[config.mk]
export PLATFORM = sky130hd
export DESIGN_NAME = queue_instr
export DESIGN_NICKNAME = d
export VERILOG_FILES = /design/src/rtl/queue_instr_pkg.sv /design/src/rtl/queue_instr.sv
export SDC_FILE = /design/constraint.sdc
export NUM_CORES = 1
export LEC_CHECK = 0
export BUFFER_PORTS_ARGS = -buffer_cell sky130_fd_sc_hd__buf_2
export CELL_PAD_IN_SITES_DETAIL_PLACEMENT = 0
export CELL_PAD_IN_SITES_GLOBAL_PLACEMENT = 1
export CORE_MARGIN = 2
export CORE_UTILIZATION = 27
export CTS_CLUSTER_DIAMETER = 50
export CTS_CLUSTER_SIZE = 30
export DETAILED_ROUTE_END_ITERATION = 7
export PLACE_DENSITY = 0.42
export SLEW_MARGIN = 20
export SYNTH_ARGS = -nofsm -noshare
export SYNTH_HDL_FRONTEND = slang
export SYNTH_SLANG_ARGS = --single-unit
export TNS_END_PERCENT = 10
[constraint.sdc]
create_clock -name q_clk -period 6.8 [get_ports q_clk]
set_clock_uncertainty 0.15 [all_clocks]
set_input_delay 0.68 -clock q_clk [delete_from_list [all_inputs] [get_ports q_clk]]
set_output_delay 0.68 -clock q_clk [all_outputs]
set_load 0.01 [all_outputs]
[src/rtl/queue_instr_pkg.sv]
// Shared front-end sizing for the instruction queue: word width, default depth
// and the push/pop operation encoding used by the occupancy counter.
package queue_instr_pkg;

  localparam int IWIDTH  = 32;
  localparam int Q_DEPTH = 16;

  typedef enum logic [1:0] {
    OP_IDLE = 2'b00,
    OP_POP  = 2'b01,
    OP_PUSH = 2'b10,
    OP_BOTH = 2'b11
  } q_op_e;

endpackage

[src/rtl/queue_instr.sv]
// Instruction FIFO between fetch and issue with a registered read port.
// Optional sticky overflow/underflow flag q_o_err when QUEUE_INSTR_ERR_EN is defined.
module queue_instr
  import queue_instr_pkg::*;
#(
  parameter int DEPTH = Q_DEPTH
) (
  input  logic              q_clk,
  input  logic              q_rst,
  input  logic [IWIDTH-1:0] q_i_instr,
  input  logic              q_i_we,
  input  logic              q_i_re,
  output logic [IWIDTH-1:0] q_o_instr,
  output logic              q_o_full,
`ifdef QUEUE_INSTR_ERR_EN
  output logic              q_o_empty,
  output logic              q_o_err
`else
  output logic              q_o_empty
`endif
);

  localparam int AWIDTH = $clog2(DEPTH);

  logic [IWIDTH-1:0] mem [DEPTH];
  logic [AWIDTH-1:0] wp;
  logic [AWIDTH-1:0] rp;
  logic [AWIDTH:0]   count;
  logic              push;
  logic              pop;
  q_op_e             op;

  assign q_o_full  = (count == (AWIDTH+1)'(DEPTH));
  assign q_o_empty = (count == '0);

  // Acceptance is judged on pre-edge flags, so a full queue still pops while its push drops.
  assign push = q_i_we && !q_o_full;
  assign pop  = q_i_re && !q_o_empty;
  assign op   = q_op_e'({push, pop});

  // Storage is never reset; reads only ever reach entries written since reset.
  always_ff @(posedge q_clk) begin
    if (push && !q_rst) begin
      mem[wp] <= q_i_instr;
    end
  end

  always_ff @(posedge q_clk) begin
    if (q_rst) begin
      wp        <= '0;
      rp        <= '0;
      count     <= '0;
      q_o_instr <= '0;
    end else begin
      if (push) begin
        wp <= wp + AWIDTH'(1);
      end
      if (pop) begin
        rp        <= rp + AWIDTH'(1);
        q_o_instr <= mem[rp];
      end
      case (op)
        OP_PUSH: count <= count + (AWIDTH+1)'(1);
        OP_POP:  count <= count - (AWIDTH+1)'(1);
        default: count <= count;
      endcase
    end
  end

`ifdef QUEUE_INSTR_ERR_EN
  always_ff @(posedge q_clk) begin
    if (q_rst) begin
      q_o_err <= 1'b0;
    end else if ((q_i_we && q_o_full) || (q_i_re && q_o_empty)) begin
      q_o_err <= 1'b1;
    end
  end
`endif

endmodule

==> results_dict.tcl, run 1 <==
set metrics [dict create \
    async_flop_share 0 \
    synth_area_leaders "edfxtp_1, mux4_2, dfxtp_1" \
    drt-initial-drc-count 655 \
    synth_fp_nets 1002 \
    postSynthCellCount 956 \
    dieArea_sq_um 82400 \
    diodes 0 \
    r2r_slack_ns 3.60 \
    max-slew-margin-rel 0.263 \
    dieWidth_um 287 \
    h-tree-depth 3 \
    hold_class "in2reg" \
    clk_pin_slew_worst_paths_ns 0.07 \
    cts_resized 0 \
    power_density_nw_per_um2 366 \
    grt_pass1_wl_um 77400 \
    totalWireLength_um 53400 \
    clockBufferDepth 3 \
    r2r_cells 10 \
    crit_type "reg2reg" \
    yosys_warnings 0 \
    worst_slew_pin_slew_ns 1.11 \
    synth-compound-area-share 0.0339 \
    startpoint "count[0]$_SDFFE_PP0P_" \
    area_growth_syn_to_layout_pct 19.8 \
    required_ns 7.13 \
    dp_slack_ns 3.57 \
    wl_per_cell_um 24.3 \
    ys_seq_area_frac 0.752 \
    endpoint_kind "register" \
    grt_setup_unrepaired "no" \
    outcome "finished, final reports clean" \
    holdPathEnd "mem[14][1]$_DFFE_PP_" \
    grt_overflow 0 \
    hold_viol_final 0 \
    reg2reg_from "count[0]$_SDFFE_PP0P_" \
    worstPathArrival_ns 3.52 \
    fp-row-count 103 \
    yosys.area.top_type "edfxtp_1" \
    drcViolationCount 0 \
    dr_total_vias 9789 \
    synth_edf_count 512 \
    fp.coreArea_sq_um 79100 \
    reg2reg_to "count[4]$_SDFFE_PP0P_" \
    max-cap-violations 0 \
    vias_per_cell 4.46 \
    path_max_fanout 6 \
    synth-seq-cells 557 \
    ctsHoldBuffers 0 \
    firstDrtPassIters 4 \
    syn_area_per_cell_sq_um 22.6 \
    synth_top_family_by_area "multiplexers" \
    period_share 0.470 \
    crit_path_start_kind "register" \
    grtUsageTotal 0.131 \
    io_pins 70 \
    drt.antenna.violating_nets 0 \
    first_global_vias 10799 \
    ys.flop_type "edfxtp_1" \
    clk-insertion-delay-late_ns 0.62 \
    period_needed_ns 3.20 \
    report.final.slew_viol_count 0 \
    yosys.area_share.simple 0.0132 \
    placed_area_sq_um 23200 \
    portBuffers 69 \
    die_h_um 287 \
    fin_tns_setup_ns 0 \
    finalInstanceArea_sq_um 25900 \
    holdPathStages 1 \
    layout-drive-gt1-share 0.416 \
    hp-start "q_i_instr[1]" \
    irDropWorstVdd_v 0.000144 \
    cts_buffers 77 \
    start_util 0.274 \
    cts_tree "built" \
    grt_max_degree 129 \
    yosys.area_share.xor_xnor 0.00324 \
    clockRootBuffer "clkbuf_16" \
    postCtsSetupBuffers 0 \
    timing.final.ws_setup_ns 3.60 \
    clock_sinks 557 \
    fin_nets 1126 \
    synthMuxAreaShare 0.172 \
    finalSetupViolCount 0 \
    gp_congestion 0.671 \
    hpwlAfterDp_um 28000 \
    antenna_found_initial 3 \
    synth_top_area_frac 0.710 \
    synth_fa_ha_area_frac 0.00613 \
    clock.fmax_mhz 313 \
    p_leak_nw 8.10 \
    syn_area_sq_um 21600 \
    netlist-cell-type-count 45 \
]
==> final cells by class <==
cell class	instances	area (sq um)
clock buffers	79	1960
repair buffers	93	551
fillers	7523	53200
multi-input cells	343	5060
well taps	1050	1310
flip-flops and latches	557	16300
clock inverters	63	733
inverters	8	32.5
==> power by group <==
part | internal [mW] | switching [mW]
logic | 0.623 | 0.732
registers | 3.87 | 0.121
clock network | 2.38 | 1.77
total | 6.88 | 2.62
==> Yosys cell counts (2+ instances only) <==
cell type / count
a22oi_2: 30
buf_2: 11
nor2b_1: 3
mux4_1: 6
mux2i_1: 33
nor2_1: 32
buf_6: 9
a22oi_1: 2
edfxtp_1: 512
ha_1: 9
mux4_2: 122
a21oi_1: 6
o21ai_2: 30
inv_1: 7
o21ai_1: 2
xor2_1: 5
buf_1: 4
clkbuf_1: 10
buf_4: 3
mux2_4: 28
xnor2_1: 3
nand4_1: 2
clkbuf_4: 4
dfxtp_1: 45
mux2_2: 5
nand2_1: 8
buf_12: 7
==> metal layers <==
| metal | vias to the layer above | GRT usage | wire length [um] |
|---|---|---|---|
| met5 | - | 0 | 26 |
| met4 | 4 | 0.0448 | 1140 |
| met3 | 84 | 0.0247 | 1750 |
| met2 | 158 | 0.223 | 26700 |
| met1 | 5254 | 0.169 | 23800 |
| li1 | 4289 | - | - |
==> sequential cells by signal, indices dropped and copies added, names as in the netlist <==
name       count
count          5
mem          512
q_o_instr     32
rp             4
wp             4
==> logic make-up after synthesis <==
group | count (synthesis)
adder cells (fa/ha/maj) | 10
flip-flops | 557
multiplexers | 194
XOR/XNOR | 8
buffers and inverters | 56
AND/OR/NAND/NOR | 57
AO/OA/AOI/OAI | 74
==> worst max-delay path by stage <==
stage | endpoint | cells after the start
after floorplan | mem[10][0]$_DFFE_PP_ | 3
after global placement | count[4]$_SDFFE_PP0P_ | 10
after detailed placement | count[4]$_SDFFE_PP0P_ | 10
after CTS | count[4]$_SDFFE_PP0P_ | 10
after global routing | count[4]$_SDFFE_PP0P_ | 11
final | count[4]$_SDFFE_PP0P_ | 10
==> placed cells by master (no fill, tap or decap), types with 9 or more instances in the layout <==
cell type | synthesis | routed
edfxtp_1 | 512 | 512
mux4_2 | 122 | 122
clkbuf_16 | 0 | 78
buf_2 | 11 | 69
dfxtp_1 | 45 | 42
mux2i_1 | 33 | 33
a22oi_2 | 30 | 30
o21ai_2 | 30 | 30
mux2_4 | 28 | 28
buf_4 | 3 | 22
inv_8 | 0 | 17
nor2_1 | 32 | 16
nor2_4 | 0 | 16
inv_6 | 0 | 16
ha_1 | 9 | 9
==> critical path, stage by stage (launching register included) <==
cell	delay (ns)
dfxtp_1	0.35
or4_4	0.57
o21ai_4	0.24
inv_4	0.10
ha_1	0.26
ha_1	0.33
nor2b_1	0.15
o21ai_0	0.21
a21oi_1	0.10
or3b_1	0.36
mux2_2	0.27
==> stage by stage <==
stage | instances | hold slack, ns | util | power (mW)
floorplan | 956 | 0.356 | - | 5.06
global placement | 2051 | 0.319 | 0.294 | 5.48
detailed placement | 2051 | 0.325 | 0.294 | 5.48
CTS | 2193 | 0.250 | 0.328 | 9.68
global route | 2193 | 0.272 | 0.328 | 9.89
finish | 2193 | 0.285 | 0.328 | 9.50
Note: power is estimated with default switching activity, not from simulation.
==> run 2: changes to the inputs <==
ABC_AREA = 1   (was default)
PLACE_DENSITY = 0.45   (was 0.42)
clock period = 3.15 ns   (was 6.8 ns; I/O delays follow)
==> run 2 against run 1 <==
  * Register-to-register slack lost 3.0 ns
  * Sequential power grew 120%
  * Total power grew 150%
  * Critical endpoint unchanged
  * Largest cell class unchanged
  * Critical path depth grew 3
  * Clock power grew 140%
==> results_dict.tcl, run 2 <==
set metrics [dict create \
    endpoint_kind "register" \
    io_pins 70 \
    ys.flop_type "edfxtp_1" \
    netlist-cell-type-count 25 \
    hold_class "reg2reg" \
    firstDrtPassIters 5 \
    grt_max_degree 144 \
    cts_tree "built" \
    grt_setup_unrepaired "no" \
    max_stage_delay_ns 0.41 \
    first_global_vias 16336 \
    irDropWorstVdd_v 0.000462 \
    vias_per_cell 4.37 \
    max-cap-violations 0 \
    postSynthCellCount 2291 \
    path_max_fanout 7 \
    postCtsSetupBuffers 0 \
    top_register "mem" \
    finalPower_mw 23.5 \
    area_growth_syn_to_layout_pct 22.1 \
    final_cell_mix "nand2_1, edfxtp_1, nand3_1, inv_1, clkbuf_16" \
    hold_ws_ns 0.380 \
    period_needed_ns 2.54 \
    gp_congestion 0.719 \
    crit_type "reg2reg" \
    clockRootBuffer "clkbuf_16" \
    worstPathArrival_ns 2.95 \
    ys_seq_area_frac 0.688 \
    synth.most_common_cell "nand2_1" \
    grt_pass1_wl_um 108000 \
    ctsHoldBuffers 35 \
    syn_area_per_cell_sq_um 10.3 \
    yosys.area.top_type "edfxtp_1" \
    totalWireLength_um 72400 \
    netlist_top_cells_count "nand2_1, edfxtp_1, nand3_1" \
    required_ns 3.56 \
    synth_edf_count 512 \
    cts_resized 0 \
    worst_slew_pin_slew_ns 0.872 \
    synth_area_leaders "edfxtp_1, nand2_1, nand3_1" \
    grtUsageTotal 0.163 \
    synth_top_area_frac 0.650 \
    layout-drive-gt1-share 0.122 \
    period_share 0.807 \
    p_leak_nw 12.0 \
    yosys_warnings 0 \
    outcome "finished, final reports clean" \
    crit_chain "nor2_1 > nand4_1 > nand2_1 > ha_1 > inv_1 > fa_1 > inv_1 > nand2_1 > a21boi_0 > o21bai_1 > nand2_1 > nand2_1 > a21oi_1" \
    worst-path-buf-inv 2 \
    regArea_sq_um 16300 \
    syn_area_sq_um 23700 \
    cts_buffers 88 \
    clk_pin_slew_worst_paths_ns 0.06 \
    clock.fmax_mhz 394 \
    antenna_found_initial 0 \
    clockBufferDepth 3 \
    hold_viol_final 0 \
    dp_slack_ns 0.616 \
    final_common_cell "nand2_1" \
    crit_path_start_kind "register" \
    largestRegisters "mem (512), q_o_instr (32), count (5)" \
    slowest_stage "fa_1" \
    drt.antenna.violating_nets 0 \
    synth-seq-cells 557 \
    hpwlAfterDp_um 38300 \
    async_flop_share 0 \
    fp.coreArea_sq_um 86800 \
    start_util 0.273 \
    clk-insertion-delay-late_ns 0.64 \
    report.final.slew_viol_count 0 \
    fin_nets 2470 \
    fin_tns_setup_ns 0 \
    drt-initial-drc-count 1032 \
    timing.final.ws_setup_ns 0.610 \
    die_h_um 300 \
    h-tree-depth 3 \
    largest_reg_flops 512 \
    diodes 0 \
    fillers 8884 \
    max-slew-margin-rel 0.419 \
    drcViolationCount 0 \
    cpMostUsedCell "nand2_1" \
    dieArea_sq_um 90000 \
    finalSetupViolCount 0 \
    fp-row-count 108 \
    power_density_nw_per_um2 811 \
    multi_input_area_sq_um 5640 \
    dr_total_vias 15985 \
    clock_sinks 557 \
    crit_family "adder cells" \
    portBuffers 69 \
    final_util 0.333 \
    wl_per_cell_um 19.8 \
    grt_overflow 0 \
    dieWidth_um 300 \
    synth_fp_nets 2337 \
]
==> run 2: tightest hold or removal path: stages, from the launching register on <==
cell	delay, ns
dfxtp_1	0.35
nand2_1	0.07
a21oi_1	0.06
==> run 2: final cells by class <==
class | instances | area share
repair buffers | 161 | 0.0477
clock inverters | 70 | 0.0251
well taps | 1155 | 0.0500
inverters | 311 | 0.0409
multi-input cells | 1305 | 0.195
flip-flops and latches | 557 | 0.563
clock buffers | 96 | 0.0779
==> run 2: logic make-up after synthesis <==
family	share of synthesized area
DFF	0.688
AOI/OAI and AO/OA	0.00486
buffers and inverters	0.0792
and+or+nand+nor	0.221
xor gates and xnor gates	0.00185
adders and majority gates	0.00560
==> run 2: worst paths after layout <==
check                                           start               endpoint  slack, ns  depth (start not counted)
worst min-delay path            count[4]$_SDFFE_PP0P_  count[4]$_SDFFE_PP0P_       0.38                          2
worst max register to register  count[0]$_SDFFE_PP0P_  count[4]$_SDFFE_PP0P_       0.61                         13
worst max-delay path            count[0]$_SDFFE_PP0P_  count[4]$_SDFFE_PP0P_       0.61                         13
worst min register to register  count[4]$_SDFFE_PP0P_  count[4]$_SDFFE_PP0P_       0.38                          2
==> run 2: stage by stage <==
stage | area [sq um] | cells
detailed placement | 25600 | 3454
global placement | 25600 | 3454
global route | 28900 | 3655
finish | 28900 | 3655
floorplan | 23700 | 2291
CTS | 28900 | 3655
==> run 2: power by group <==
part / switching (mW) / leakage, nW / internal [mW]
clock network: 3.87 / 1.43 / 5.90
registers: 0.217 / 4.99 / 8.38
logic: 3.55 / 5.54 / 1.54
==> run 2: layer usage <==
metal	vias to the layer above	track usage	part of all wire
li1	7752	-	-
met1	7845	0.216	0.46
met2	266	0.272	0.47
met3	122	0.0283	0.034
met4	0	0.0525	0.029
met5	-	0	0
==> run 3: changes to the inputs <==
PLACE_DENSITY = 0.47   (was 0.45)
clock period = 2.3 ns   (was 3.15 ns; I/O delays follow)
==> run 3 against run 2 <==
  * Utilization grew 0.69 points
  * Register-to-register slack lost 0.48 ns
  * Critical path type unchanged
  * Critical path depth shrank 5
  * Wire length shrank 4.3%
  * Setup slack lost 0.48 ns
  * Die area is the same
  * Highest routed layer unchanged
  * Largest cell class unchanged
  * Global-route usage shrank 0.78 points
  * Sequential power grew 36%
==> results_dict.tcl, run 3 (synthesis gave the netlist of run 2 again) <==
set metrics [dict create \
    cts_buffers 87 \
    crit_type "reg2reg" \
    largestRegisters "mem (512), q_o_instr (32), count (5)" \
    fillers 8826 \
    required_ns 2.43 \
    portBuffers 69 \
    h-tree-depth 3 \
    area_growth_syn_to_layout_pct 24.7 \
    drt-initial-drc-count 940 \
    grt_max_degree 86 \
    first_global_vias 16174 \
    final_common_cell "nand2_1" \
    drt.antenna.violating_nets 0 \
    period_needed_ns 2.17 \
    final_cell_mix "nand2_1, edfxtp_1, nand3_1, inv_1, clkbuf_16" \
    dieArea_sq_um 90000 \
    outcome "finished, final reports clean" \
    clockRootBuffer "clkbuf_16" \
    placed_area_sq_um 26000 \
    power_density_nw_per_um2 1120 \
    clock.fmax_mhz 460 \
    dr_total_vias 15983 \
    worst_slew_pin_slew_ns 0.698 \
    report.final.slew_viol_count 0 \
    clk-insertion-delay-late_ns 0.62 \
    io_pins 70 \
    firstDrtPassIters 5 \
    grtUsageTotal 0.155 \
    grt_pass1_wl_um 105000 \
    endpoint_kind "register" \
    antenna_found_initial 0 \
    final_util 0.340 \
    dieWidth_um 300 \
    finalInstanceArea_sq_um 29500 \
    hold_class "reg2reg" \
    finalSetupViolCount 0 \
    hpwlAfterDp_um 37900 \
    max-cap-violations 0 \
    cts_tree "built" \
    clockBufferDepth 3 \
    layout-drive-gt1-share 0.129 \
    hold_viol_final 0 \
    vias_per_cell 4.36 \
    start_util 0.273 \
    p_leak_nw 12.2 \
    worstPathArrival_ns 2.30 \
    path_max_fanout 32 \
    max-slew-margin-rel 0.535 \
    gp_congestion 0.718 \
    diodes 0 \
    grt_overflow 0 \
    fin_nets 2490 \
    largest_reg_flops 512 \
    drcViolationCount 0 \
    fp.coreArea_sq_um 86800 \
    fp-row-count 108 \
    period_share 0.944 \
    crit_path_start_kind "register" \
    top_register "mem" \
    clk_pin_slew_worst_paths_ns 0.05 \
    wl_per_cell_um 18.9 \
    totalWireLength_um 69300 \
    die_h_um 300 \
    clock_sinks 557 \
    irDropWorstVdd_v 0.000611 \
]
==> run 3: power breakdown <==
| part | internal [mW] | switching [mW] | total, mW |
|---|---|---|---|
| Sequential | 11.5 | 0.210 | 11.7 |
| Clock | 8.87 | 5.00 | 13.9 |
| Combinational | 2.44 | 4.93 | 7.37 |
==> run 3: cell type report <==
class / count / area [sq um] / area share
clock inverters: 63 / 848 / 0.0288
flip-flops and latches: 557 / 16300 / 0.552
multi-input cells: 1305 / 5660 / 0.192
inverters: 311 / 1180 / 0.0400
well taps: 1155 / 1450 / 0.0490
repair buffers: 182 / 1860 / 0.0629
clock buffers: 94 / 2220 / 0.0754
==> run 3: stage by stage <==
step	hold WS [ns]	std cells	total power, mW	setup TNS, ns	setup WS, ns
after floorplan	0.179	2291	16.7	-263.92	-0.519
after global placement	0.343	3473	19.4	-0.0149	-0.0149
final	0.342	3667	32.9	0	0.128
after CTS	0.365	3665	33.5	0	0.0432
after detailed placement	0.358	3473	19.4	-0.0344	-0.0344
after global routing	0.369	3667	34.8	-0.0172	-0.0117
==> run 3: routing by layer <==
layer	routed length, um	global-route usage	up-vias
li1	-	-	7773
met1	31300	0.201	7851
met2	34100	0.269	252
met3	2070	0.0218	107
met4	1780	0.0479	0
met5	0	0	-
==> run 3: worst max-delay path, stage by stage (launching register included) <==
cell and delay (ns):
dfxtp_1 0.32, inv_1 0.08, nand4_1 0.14, nand2_2 0.09, buf_4 0.16, inv_1 0.13, nand2_1 0.26, nor2_4 0.18
buf_12 0.29
==> run 3: path summary, 6_finish.rpt <==
| check | from | endpoint | slack [ns] | depth (start not counted) |
|---|---|---|---|---|
| worst max-delay path | count[1]$_SDFFE_PP0P_ | mem[9][4]$_DFFE_PP_ | 0.13 | 8 |
| worst min register to register | count[4]$_SDFFE_PP0P_ | count[4]$_SDFFE_PP0P_ | 0.34 | 2 |
| worst min-delay path | count[4]$_SDFFE_PP0P_ | count[4]$_SDFFE_PP0P_ | 0.34 | 2 |
| worst max register to register | count[1]$_SDFFE_PP0P_ | mem[9][4]$_DFFE_PP_ | 0.13 | 8 |
==> run 3: timing repair <==
item | 4_1_cts | 5_1_grt
endpoints found under the setup margin | 1 | 1
setup buffers | 0 | 2
hold endpoints to repair | 519 | 0
pin swaps | 0 | 2
hold buffers | 35 | 0
resized for setup | 2 | 7
